$ cat config.mk
export PLATFORM = sky130hd
export DESIGN_NAME = conv_window_sequencer
export DESIGN_NICKNAME = d
export VERILOG_FILES = /design/src/rtl/conv_window_sequencer.sv
export SDC_FILE = /design/constraint.sdc
export NUM_CORES = 1
export LEC_CHECK = 0
export ABC_AREA = 0
export BUFFER_PORTS_ARGS = -buffer_cell sky130_fd_sc_hd__buf_2
export CAP_MARGIN = 20
export CORE_ASPECT_RATIO = 0.7
export CORE_MARGIN = 2
export CORE_UTILIZATION = 45
export CTS_BUF_LIST = sky130_fd_sc_hd__clkbuf_2 sky130_fd_sc_hd__clkbuf_4 sky130_fd_sc_hd__clkbuf_8
export DETAILED_ROUTE_END_ITERATION = 16
export HOLD_SLACK_MARGIN = 0.03
export PLACE_DENSITY = 0.62
export RECOVER_POWER = 50
export SETUP_SLACK_MARGIN = 0.4
export SLEW_MARGIN = 20
export SYNTH_ARGS = -nofsm -noshare
export SYNTH_HDL_FRONTEND = slang
export SYNTH_SLANG_ARGS = --single-unit
$ cat constraint.sdc
create_clock -name clk -period 8.6 [get_ports clk]
set_clock_uncertainty 0.05 [all_clocks]
set_input_delay 0.43 -clock clk [delete_from_list [all_inputs] [get_ports clk]]
set_output_delay 0.43 -clock clk [all_outputs]
set_load 0.1 [all_outputs]
$ cat src/rtl/conv_window_sequencer.sv
`default_nettype none
// ============================================================================
//  Module      : conv_window_sequencer
//  Description : Loads an input map and a filter from a byte stream, then
//                drives one shared MAC PE through every convolution window.
//  Revision    : 1.0 - initial release
// ============================================================================
module conv_window_sequencer #(
  parameter int IN_DIM = 4,
  parameter int K_DIM  = 3,
  parameter int PE_LAT = 1
) (
  input  logic       clk,
  input  logic       rst,
  input  logic       start,
  input  logic       in_valid,
  input  logic [7:0] in_data,
  output logic       in_ready,
  output logic [7:0] pe_in,
  output logic [7:0] pe_filter,
  output logic [1:0] pe_mode,
  input  logic [7:0] pe_out,
  output logic       busy,
  output logic       res_valid,
  output logic [$clog2((IN_DIM-K_DIM+1)*(IN_DIM-K_DIM+1))-1:0] res_idx,
  output logic [7:0] res_data,
  output logic       done
);

  localparam int OUT_DIM = IN_DIM - K_DIM + 1;
  localparam int N_IN    = IN_DIM * IN_DIM;
  localparam int N_K     = K_DIM * K_DIM;
  localparam int N_OUT   = OUT_DIM * OUT_DIM;
  localparam int BEAT_W  = $clog2(N_IN + N_K + 1);
  localparam int IA_W    = $clog2(N_IN);
  localparam int FA_W    = $clog2(N_K);
  localparam int RI_W    = $clog2(N_OUT);
  localparam int D_W     = $clog2(IN_DIM) + 1;
  localparam int W_W     = $clog2(PE_LAT) + 1;

  localparam logic [BEAT_W-1:0] BEAT_LAST = BEAT_W'(N_IN + N_K - 1);
  localparam logic [BEAT_W-1:0] BEAT_NIN  = BEAT_W'(N_IN);
  localparam logic [D_W-1:0]    K_LAST    = D_W'(K_DIM - 1);
  localparam logic [D_W-1:0]    O_LAST    = D_W'(OUT_DIM - 1);
  localparam logic [W_W-1:0]    LAT_LAST  = W_W'(PE_LAT - 1);

  localparam logic [1:0] S_IDLE = 2'd0;
  localparam logic [1:0] S_LOAD = 2'd1;
  localparam logic [1:0] S_RUN  = 2'd2;
  localparam logic [1:0] S_WAIT = 2'd3;

  localparam logic [1:0] MODE_HOLD  = 2'd0;
  localparam logic [1:0] MODE_ACC   = 2'd1;
  localparam logic [1:0] MODE_FIRST = 2'd2;

  logic [7:0] in_buf  [N_IN];
  logic [7:0] flt_buf [N_K];

  logic [1:0]        state, nxt_state;
  logic [D_W-1:0]    row, col, ti, tj;
  logic [D_W-1:0]    nxt_row, nxt_col, nxt_ti, nxt_tj;
  logic [W_W-1:0]    wcnt, nxt_wcnt;
  logic [BEAT_W-1:0] beat, nxt_beat;
  logic              accept, capture, last_win;
  logic [IA_W-1:0]   in_rd_addr;
  logic [FA_W-1:0]   flt_rd_addr, flt_wr_addr;
  logic [7:0]        flt_rd_val;

  always_comb begin
    nxt_state = state;
    nxt_row   = row;
    nxt_col   = col;
    nxt_ti    = ti;
    nxt_tj    = tj;
    nxt_wcnt  = wcnt;
    nxt_beat  = beat;
    accept    = 1'b0;
    capture   = 1'b0;
    last_win  = 1'b0;
    case (state)
      S_IDLE: begin
        if (start) begin
          nxt_state = S_LOAD;
          nxt_beat  = '0;
        end
      end
      S_LOAD: begin
        if (in_valid && in_ready) begin
          accept   = 1'b1;
          nxt_beat = beat + BEAT_W'(1);
          if (beat == BEAT_LAST) begin
            nxt_state = S_RUN;
            nxt_row   = '0;
            nxt_col   = '0;
            nxt_ti    = '0;
            nxt_tj    = '0;
          end
        end
      end
      S_RUN: begin
        if (ti == K_LAST && tj == K_LAST) begin
          nxt_state = S_WAIT;
          nxt_wcnt  = '0;
        end else if (tj == K_LAST) begin
          nxt_tj = '0;
          nxt_ti = ti + D_W'(1);
        end else begin
          nxt_tj = tj + D_W'(1);
        end
      end
      default: begin
        if (wcnt == LAT_LAST) begin
          capture = 1'b1;
          nxt_ti  = '0;
          nxt_tj  = '0;
          if (row == O_LAST && col == O_LAST) begin
            last_win  = 1'b1;
            nxt_state = S_IDLE;
          end else begin
            nxt_state = S_RUN;
            if (col == O_LAST) begin
              nxt_col = '0;
              nxt_row = row + D_W'(1);
            end else begin
              nxt_col = col + D_W'(1);
            end
          end
        end else begin
          nxt_wcnt = wcnt + W_W'(1);
        end
      end
    endcase
  end

  // Operands are registered from the next-cycle term so they line up with RUN.
  always_comb begin
    in_rd_addr  = IA_W'((int'(nxt_row) + int'(nxt_ti)) * IN_DIM + int'(nxt_col) + int'(nxt_tj));
    flt_rd_addr = FA_W'((K_DIM - 1 - int'(nxt_ti)) * K_DIM + (K_DIM - 1 - int'(nxt_tj)));
    flt_wr_addr = FA_W'(beat - BEAT_NIN);
    // Term 0 of window 0 needs the last filter byte, written on this very edge.
    if (accept && beat >= BEAT_NIN && flt_wr_addr == flt_rd_addr)
      flt_rd_val = in_data;
    else
      flt_rd_val = flt_buf[flt_rd_addr];
  end

  always_ff @(posedge clk) begin
    if (accept) begin
      if (beat < BEAT_NIN)
        in_buf[IA_W'(beat)] <= in_data;
      else
        flt_buf[flt_wr_addr] <= in_data;
    end
  end

  always_ff @(posedge clk or negedge rst) begin
    if (!rst) begin
      state     <= S_IDLE;
      row       <= '0;
      col       <= '0;
      ti        <= '0;
      tj        <= '0;
      wcnt      <= '0;
      beat      <= '0;
      in_ready  <= 1'b0;
      pe_in     <= '0;
      pe_filter <= '0;
      pe_mode   <= MODE_HOLD;
      busy      <= 1'b0;
      res_valid <= 1'b0;
      res_idx   <= '0;
      res_data  <= '0;
      done      <= 1'b0;
    end else begin
      state     <= nxt_state;
      row       <= nxt_row;
      col       <= nxt_col;
      ti        <= nxt_ti;
      tj        <= nxt_tj;
      wcnt      <= nxt_wcnt;
      beat      <= nxt_beat;
      in_ready  <= (nxt_state == S_LOAD);
      busy      <= (nxt_state != S_IDLE) || last_win;
      res_valid <= capture;
      done      <= last_win;
      if (capture) begin
        res_data <= pe_out;
        res_idx  <= RI_W'(int'(row) * OUT_DIM + int'(col));
      end
      if (nxt_state == S_RUN) begin
        pe_in     <= in_buf[in_rd_addr];
        pe_filter <= flt_rd_val;
        pe_mode   <= (nxt_ti == '0 && nxt_tj == '0) ? MODE_FIRST : MODE_ACC;
      end else begin
        pe_in     <= '0;
        pe_filter <= '0;
        pe_mode   <= MODE_HOLD;
      end
    end
  end

endmodule
`default_nettype wire

### Word level (Yosys, flattened, before mapping)

Memory sizes are Yosys's and may differ from the RTL's.
Cells that the tools add are included.

| word-level totals | value |
|---|---|
| flip-flop bits (word level) | 52 |
| bits in writable memories | 200 |
| output and inout port bits | 32 |
| logic and storage cells | 121 |
| memories | 2 |

Memory list:

| memory | words | width | read ports | clocked after Yosys merged registers in | write ports | RTL line | text |
|---|---|---|---|---|---|---|---|
| in_buf | 16 | 8 | 1 | 0 | 1 | 56 | `logic [7:0] in_buf [N_IN];` |
| flt_buf | 9 | 8 | 1 | 0 | 1 | 57 | `logic [7:0] flt_buf [N_K];` |

| cells by class | value |
|---|---|
| add/subtract/negate cells | 14 |
| $mul | 1 |
| magnitude comparators | 2 |
| equality and inequality tests | 13 |
| multiplexer cells | 55 |
| bitwise gates (word level) | 1 |
| reductions and logical operators | 17 |

Operator list:

| operator | count |
|---|---|
| 3-bit 2-to-1 mux | 20 |
| 8-bit 2-to-1 mux | 3 |
| 3-bit case mux with 3 select lines | 2 |
| 2-bit 2-to-1 mux | 8 |
| 1-bit 2-to-1 mux | 15 |
| 3-bit by 1-bit adder with 3-bit output, second input constant | 4 |
| 3-bit case mux with 2 select lines | 2 |
| 5-bit 2-to-1 mux | 2 |
| 5-bit case mux with 2 select lines | 1 |
| 4-bit by 3-bit adder with 4-bit output | 2 |
| 2-bit by 3-bit subtractor with 4-bit output, first input constant | 2 |
| 3-bit by 1-bit == test with 1-bit output, second input constant | 2 |
| 3-bit by 2-bit == test with 1-bit output, second input constant | 2 |
| 1-bit logical AND | 6 |
| 3-bit zero test | 2 |
| 2-bit != test, second input constant | 3 |
| 2-bit case mux with 3 select lines | 1 |
| 5-bit by 1-bit adder with 5-bit output, second input constant | 1 |
| 5-bit == test, second input constant | 1 |
| 5-bit >= comparator, second input constant | 1 |
| 5-bit less-than comparator, second input constant | 1 |
| 2-bit adder | 2 |
| 4-bit adder | 1 |
| 2-bit by 1-bit == test with 1-bit output, second input constant | 2 |
| other kinds (14) | 17 |

### Longest topological paths before layout

Gate-level depths: netlist of run 1.

| logic depth | value |
|---|---|
| depth after elaboration | 11 |
| depth in mapped cells | 19 |
| gate-level depth less buffers | 18 |

### Worst setup path after synthesis of run 1

No wires, ideal clock.

| path | value |
|---|---|
| path type | register to register |
| from | register in_ready |
| to | register pe_in[6] |
| setup time | 0.119 ns |
| arrival | 4.956 ns |
| required time | 8.431 ns |
| setup slack | 3.475 ns |
| stages on the path, launching flop included | 17 |
| buffers on the path | 1 |
| path through | dfrtp_1 nand3_2 nor3b_2 and4b_1 buf_2 nor2_1 mux2_2 ha_1 fa_1 inv_1 fa_1 xnor2_1 xnor2_1 xnor2_1 xnor2_2 mux4_2 and2_1 |

| on the way | value |
|---|---|
| word-level cells in the longest chain between the ends | 8 |
| elaborated cells on any way between the ends | 17 |
| classes of those cells | add/sub: 3; eq/ne: 1; mux: 11; reduce/logical: 1; memory: 1 |

Ends and longest elaborated chain:

| element | RTL line | text |
|---|---|---|
| start: declaration | 18 | `output logic in_ready,` |
| start signal: assignment | 182 | `in_ready <= (nxt_state == S_LOAD);` |
| 1-bit logical AND | 88 | `if (in_valid && in_ready) begin` |
| 3-bit 2-to-1 mux | 88 |  |
| 3-bit case mux with 2 select lines | 80 | `case (state)` |
| via nxt_row[0] | 61 | `logic [D_W-1:0] nxt_row, nxt_col, nxt_ti, nxt_tj;` |
| 2-bit adder | 137 | `in_rd_addr = IA_W'((int'(nxt_row) + int'(nxt_ti)) * IN_DIM + int'(nxt_col) + int'(nxt_tj));` |
| 4-bit by 3-bit adder with 4-bit output (2 in a row) | 137 |  |
| memory 16 x 8 bit | -- |  |
| 8-bit 2-to-1 mux | 190 | `if (nxt_state == S_RUN) begin` |
| end signal: assignment | 191 | `pe_in <= in_buf[in_rd_addr];` |
| end: declaration | 19 | `output logic [7:0] pe_in,` |

The timed path passes the listed nets, and every way through them passes these cells.
A chain may end at the register's enable or synchronous reset.

### Final worst setup path of run 1

| path | value |
|---|---|
| from | register state[0] |
| to | register pe_in[6] |

| on the way | value |
|---|---|
| word-level cells in the longest chain between the ends | 8 |
| elaborated cells on any way between the ends | 20 |
| classes of those cells | add/sub: 3; eq/ne: 3; mux: 11; reduce/logical: 2; memory: 1 |

Ends and longest elaborated chain:

| element | RTL line | text |
|---|---|---|
| start: declaration | 59 | `logic [1:0] state, nxt_state;` |
| start signal: assignment | 175 | `state <= nxt_state;` |
| 2-bit == test / 2-bit zero test (equally long branches) | 80 |  |
| 2-bit OR reduction (no line) | -- |  |
| 3-bit case mux with 2 select lines * | 80 |  |
| via nxt_row[0] | 61 |  |
| 2-bit adder * | 137 |  |
| 4-bit by 3-bit adder with 4-bit output * (2 in a row) | 137 |  |
| memory 16 x 8 bit * | -- |  |
| 8-bit 2-to-1 mux * | 190 |  |

The timed path passes the listed nets; every way through them passes the cells marked *.

==> results of run 1 <==
worst max path at each step:
stage / depth (start not counted) / to / slack [ns]
detailed placement: 15 / pe_in[6] / 2.95
CTS: 15 / pe_in[6] / 2.96
finish: 15 / pe_in[6] / 2.79
global placement: 15 / pe_in[6] / 3.11
floorplan: 16 / pe_in[6] / 3.47
global route: 15 / pe_in[6] / 2.37
routing by layer:
layer / track usage / part of all wire
met2: 0.291 / 0.47
met1: 0.255 / 0.46
met4: 0.0560 / 0.020
met3: 0.0322 / 0.045
met5: 0 / 0
worst max-delay path, delay by kind of cell, from the launching register on:
family	cells	cell delay [ns]
simple gates	5	1.84
fa+ha+maj	3	1.19
buf+inv	1	0.05
flops	1	0.57
xor+xnor	4	1.11
mux	2	0.87
through the flow:
stage / area, µm² / setup WS, ns / utilization
after global placement: 11100 / 3.11 / 0.488
after CTS: 12000 / 2.96 / 0.527
after floorplan: 10500 / 3.47 / -
after global routing: 12000 / 2.37 / 0.526
final: 12000 / 2.79 / 0.526
after detailed placement: 11100 / 2.95 / 0.488
area by class of cell:
type / instances / area [µm²]
clock buffers: 52 / 672
clock inverters: 20 / 200
fillers: 1905 / 10800
inverters: 22 / 82.6
multi-input cells: 358 / 3030
flip-flops and latches: 251 / 7280
well taps: 312 / 390
repair buffers: 63 / 328
synthesized netlist by cell type (6+ instances only):
cell | number | area share
nor2_1 | 28 | 0.010
clkbuf_1 | 15 | 0.0053
mux4_2 | 33 | 0.071
mux2_2 | 10 | 0.011
xnor2_1 | 12 | 0.010
a31oi_1 | 9 | 0.0053
o21ai_0 | 7 | 0.0033
ha_1 | 18 | 0.021
xor2_1 | 6 | 0.0050
a211oi_1 | 16 | 0.011
mux2i_1 | 16 | 0.015
buf_2 | 7 | 0.0033
dfrtp_1 | 51 | 0.12
nor3_1 | 7 | 0.0033
nand2_1 | 71 | 0.025
nand3_1 | 18 | 0.0086
and3_1 | 10 | 0.0059
o31ai_1 | 9 | 0.0064
a32oi_1 | 8 | 0.0067
nor2b_1 | 16 | 0.0095
nand4_1 | 11 | 0.0065
edfxtp_1 | 200 | 0.57
inv_1 | 21 | 0.0075
cell families after synthesis:
logic type                 Yosys count  share of synthesized area
DFF                                251                      0.692
and+or+nand+nor                    187                     0.0907
AOI/OAI and AO/OA                   66                     0.0472
muxes                               59                     0.0965
buffers and inverters               51                     0.0202
xor gates and xnor gates            23                     0.0227
adders and majority gates           23                     0.0309
registers in the layout, summed over array words and instances (netlist names), 5 cells and up:
name       count
flt_buf       72
beat           5
pe_filter      8
res_data       8
pe_in          8
in_buf       128
==> run metrics, run 1 <==
hold path depth=2; final antenna-violating net count=0; initial antenna violation count=0; vias=5861; status=finished with violations; vias in the first global route=6010; maxcap violations=1; cell count after placement=1004; RSZ-0062 raised after global routing=false; cts hold-fix bufs=2; DR iter-0 viols=373; Die Area=24700 µm²; CP peak stage delay=0.74 ns; Pins Over Slew Limit=52; Post-synth EDFFs=200; Initial Util=0.462; most common cell after layout, fill and taps aside=edfxtp_1; fin crit period=5.81 ns; synth warn=0; largest net degree at the start of global routing=52; Worst-path clk slew=0.06 ns; Worst R2R Start=state[0]; Critical Path Source Type=flop; share of layout cells above drive strength 1=0.226; Critical Path End Type=flop; WS Path Type=reg -> reg; Max FO, Critical Path=15; core area=22800 µm²; hold_sp=pe_out[5]; Clock Latency Late Sink=0.54 ns; final hold vios=0; Worst Hold Margin=0.0764 ns; Cell Chain, Critical Path=nand3_1 > nor3b_2 > and4b_1 > nor2_1 > mux2_2 > ha_1 > fa_1 > inv_1 > fa_1 > xnor2_1 > xnor2_1 > xnor2_1 > xnor2_2 > mux4_2 > and2_1; Worst Tran Pin Value=2.94 ns; R2R setup slack=2.79 ns; H-tree levels=2; gp weighted congestion=0.811; Initial DRT Pass Iterations=5; Arrival @ worst endpoint=6.18 ns; setup bufs post-CTS=0; Final nets=778; CTS Buf Count=39; CTS tree=yes; Synth Register Bits=251; DRC=0; Crit path top cell by count=xnor2_1; Hold Path Sink=res_data[5]; mapped cell area=10500 µm²; die height=132 µm; GR Overflow Total=0; slew margin rel.=-0.963; row count=46; Max Root-Sink Buffers=3; post_cts resized=0; worst r2r dst=pe_in[6]; I/O Buffers=51; Main synth FF type=edfxtp_1; clk sinks=251; Routed WL per cell=20.2 µm; via/cell ratio=5.44; Cells after Synth=660; Routed WL=21800 µm; Syn Nets=703; ys async rst share=0.203; first-pass GRT wire length=34300 µm; GRT Overall Usage=0.182; WP data required=8.97 ns; dpl hpwl=14200 µm; FMAX=172 MHz; Synth-to-Final Area Change=13.9%; commonest cells after routing, fill and taps aside=200 x edfxtp_1, 71 x nand2_1, 51 x dfrtp_1; TNS Setup=0 ns; CP max stage cell=and4b_1; sequential fraction of the synthesis area=0.692; post-synth cell types=56; failing checks=capacitance limit, slew limit; Crit. Startpoint=state[0]; period utilisation layout=0.675; Hold WC Path Type=in -> reg; die width=187 µm; non-filler cells, final=1078; Reg2Reg Depth=15; Avg Synthesized Cell Area=15.9 µm²; clock root cell=clkbuf_8; antenna cell count=0; # setup viols final=0; IO Pins=52
Power of run 1 is not shown: default switching activity piles up to over one toggle a cycle in this logic, so the estimate is an artifact.
==> inputs of run 2 (changes only) <==
==> constraint.sdc (replaced) <==
create_clock -name clk -period 5.6 [get_ports clk]
set_clock_uncertainty 0.05 [all_clocks]
set_input_delay 0.28 -clock clk [delete_from_list [all_inputs] [get_ports clk]]
set_output_delay 0.28 -clock clk [all_outputs]
set_load 0.1 [all_outputs]
==> run 2 against run 1 <==
Compared with the run above:
- the run still ends with capacitance limit, slew limit left
- non-clock buffer count grew 14
- sequential cell count is the same
- setup slack lost 2.1 ns
- cell count grew 1.3%
- count of clock-buffer cells in the layout grew 2
- register-to-register slack lost 2.1 ns
- critical path depth is the same
- via count grew 1.5%
- critical endpoint unchanged
==> run metrics, run 2 (synthesis results as in run 1) <==
first-pass GRT wire length=34700 µm (+1.2%); Largest regs=in_buf x128, flt_buf x72; period utilisation layout=0.882 (+0.207); IO Pins=52 (unchanged); Routed WL=22100 µm (+1.1%); Max Root-Sink Buffers=3 (unchanged); GR Overflow Total=0 (unchanged); share of layout cells above drive strength 1=0.233 (+0.00748); setup bufs post-CTS=0 (unchanged); final antenna-violating net count=0 (unchanged); RSZ-0062 raised after global routing=true; Clock Latency Late Sink=0.53 ns (about the same); Routed WL per cell=20.2 µm (-0.17%); vias=5949 (+1.5%); most common cell after layout, fill and taps aside=edfxtp_1; via/cell ratio=5.45 (+0.20%); # setup viols final=0 (unchanged); row count=46 (unchanged); initial antenna violation count=0 (unchanged); gp weighted congestion=0.848 (+4.7%); DRC=0 (unchanged); Arrival @ worst endpoint=5.30 ns (-0.88 ns); Largest Register=in_buf; largest net degree at the start of global routing=52 (unchanged); clock root cell=clkbuf_8; Die Area=24700 µm² (unchanged); Synth-to-Final Area Change=14.8%; Critical Path Source Type=flop; R2R setup slack=0.66 ns (-2.14 ns); Final Util=0.530 (+0.00423); slew margin rel.=-0.994 (-0.0316); Max FO, Critical Path=15 (unchanged); dpl hpwl=14300 µm (+0.54%); Reg2Reg Depth=15 (unchanged); GRT Overall Usage=0.183 (+0.00120); status=finished with violations; die width=187 µm (unchanged); hold path depth=4 (+2); Initial DRT Pass Iterations=5 (unchanged); CTS tree=yes; antenna cell count=0 (unchanged); Worst-path clk slew=0.07 ns (about the same); Final nets=792 (+1.8%); TNS Setup=0 ns (unchanged); FMAX=202 MHz (+17%); vias in the first global route=6303 (+4.9%); Critical Path End Type=flop; Worst Tran Pin Value=2.99 ns (+0.0474 ns); die height=132 µm (unchanged); failing checks=capacitance limit, slew limit; Pins Over Slew Limit=52 (unchanged); maxcap violations=1 (unchanged); I/O Buffers=51 (unchanged); clk sinks=251 (unchanged); WP data required=5.96 ns (-3.01 ns); Hold WC Path Type=in -> reg; final hold vios=0 (unchanged); core area=22800 µm² (unchanged); DR iter-0 viols=378 (+1.3%); fin crit period=4.94 ns (-0.864 ns); H-tree levels=2 (unchanged); WS Path Type=reg -> reg; commonest cells after routing, fill and taps aside=200 x edfxtp_1, 71 x nand2_1, 51 x dfrtp_1; Initial Util=0.462 (unchanged); number of flip-flops in the largest register=128 (unchanged); Worst Hold Margin=0.282 ns (+0.205 ns); CTS Buf Count=39 (unchanged)
run 2: metal layers:
layer / routed length, µm / up-vias / global-route usage
met3: 1210 / 37 / 0.0389
met2: 10300 / 156 / 0.290
met4: 425 / 0 / 0.0529
li1: - / 2705 / -
met1: 10100 / 3051 / 0.257
met5: 0 / - / 0
run 2: final timing paths:
| path | startpoint | endpoint |
|---|---|---|
| max in group asynchronous | rst | res_idx[0] |
| max reg2reg | state[0] | pe_in[6] |
| min in group asynchronous | rst | pe_filter[5] |
| min reg2reg | res_idx[1] | res_idx[1] |
| max | state[0] | pe_in[6] |
| min | in_valid | beat[1] |
run 2: final cells by class:
type / count / area [µm²]
sequential: 251 / 7280
timing repair buffer: 77 / 448
clock inverter: 18 / 140
tap: 312 / 390
fill: 1868 / 10700
inverter: 22 / 82.6
clock buffer: 54 / 674
multi-input combinational: 358 / 3070
run 2: critical path, stage by stage (launching register included):
cell	delay [ns]
dfrtp_1	0.35
clkbuf_1	0.40
nand3_1	0.34
nor4_4	0.40
nor2_1	0.06
mux2_2	0.28
ha_1	0.29
fa_1	0.48
inv_1	0.06
fa_1	0.43
xnor2_1	0.17
xnor2_1	0.15
xnor2_1	0.16
xnor2_4	0.46
mux4_2	0.56
and2_1	0.17
run 2: repair_timing:
item / 4_1_cts / 5_1_grt
endpoints found under the hold margin: 61 / 0
hold buffers: 10 / 0
setup endpoints to repair: 0 / 9
gates resized for setup: 0 / 4
run 2: metrics by stage:
stage / cells / worst slack, ns / cell area (µm²)
after global placement: 1010 / 0.672 / 11200
after detailed placement: 1010 / 0.509 / 11200
after CTS: 1092 / 0.488 / 12100
after floorplan: 660 / 0.475 / 10500
final: 1092 / 0.659 / 12100
after global routing: 1092 / 0.386 / 12100
Power of run 2 is left out for the same reason.
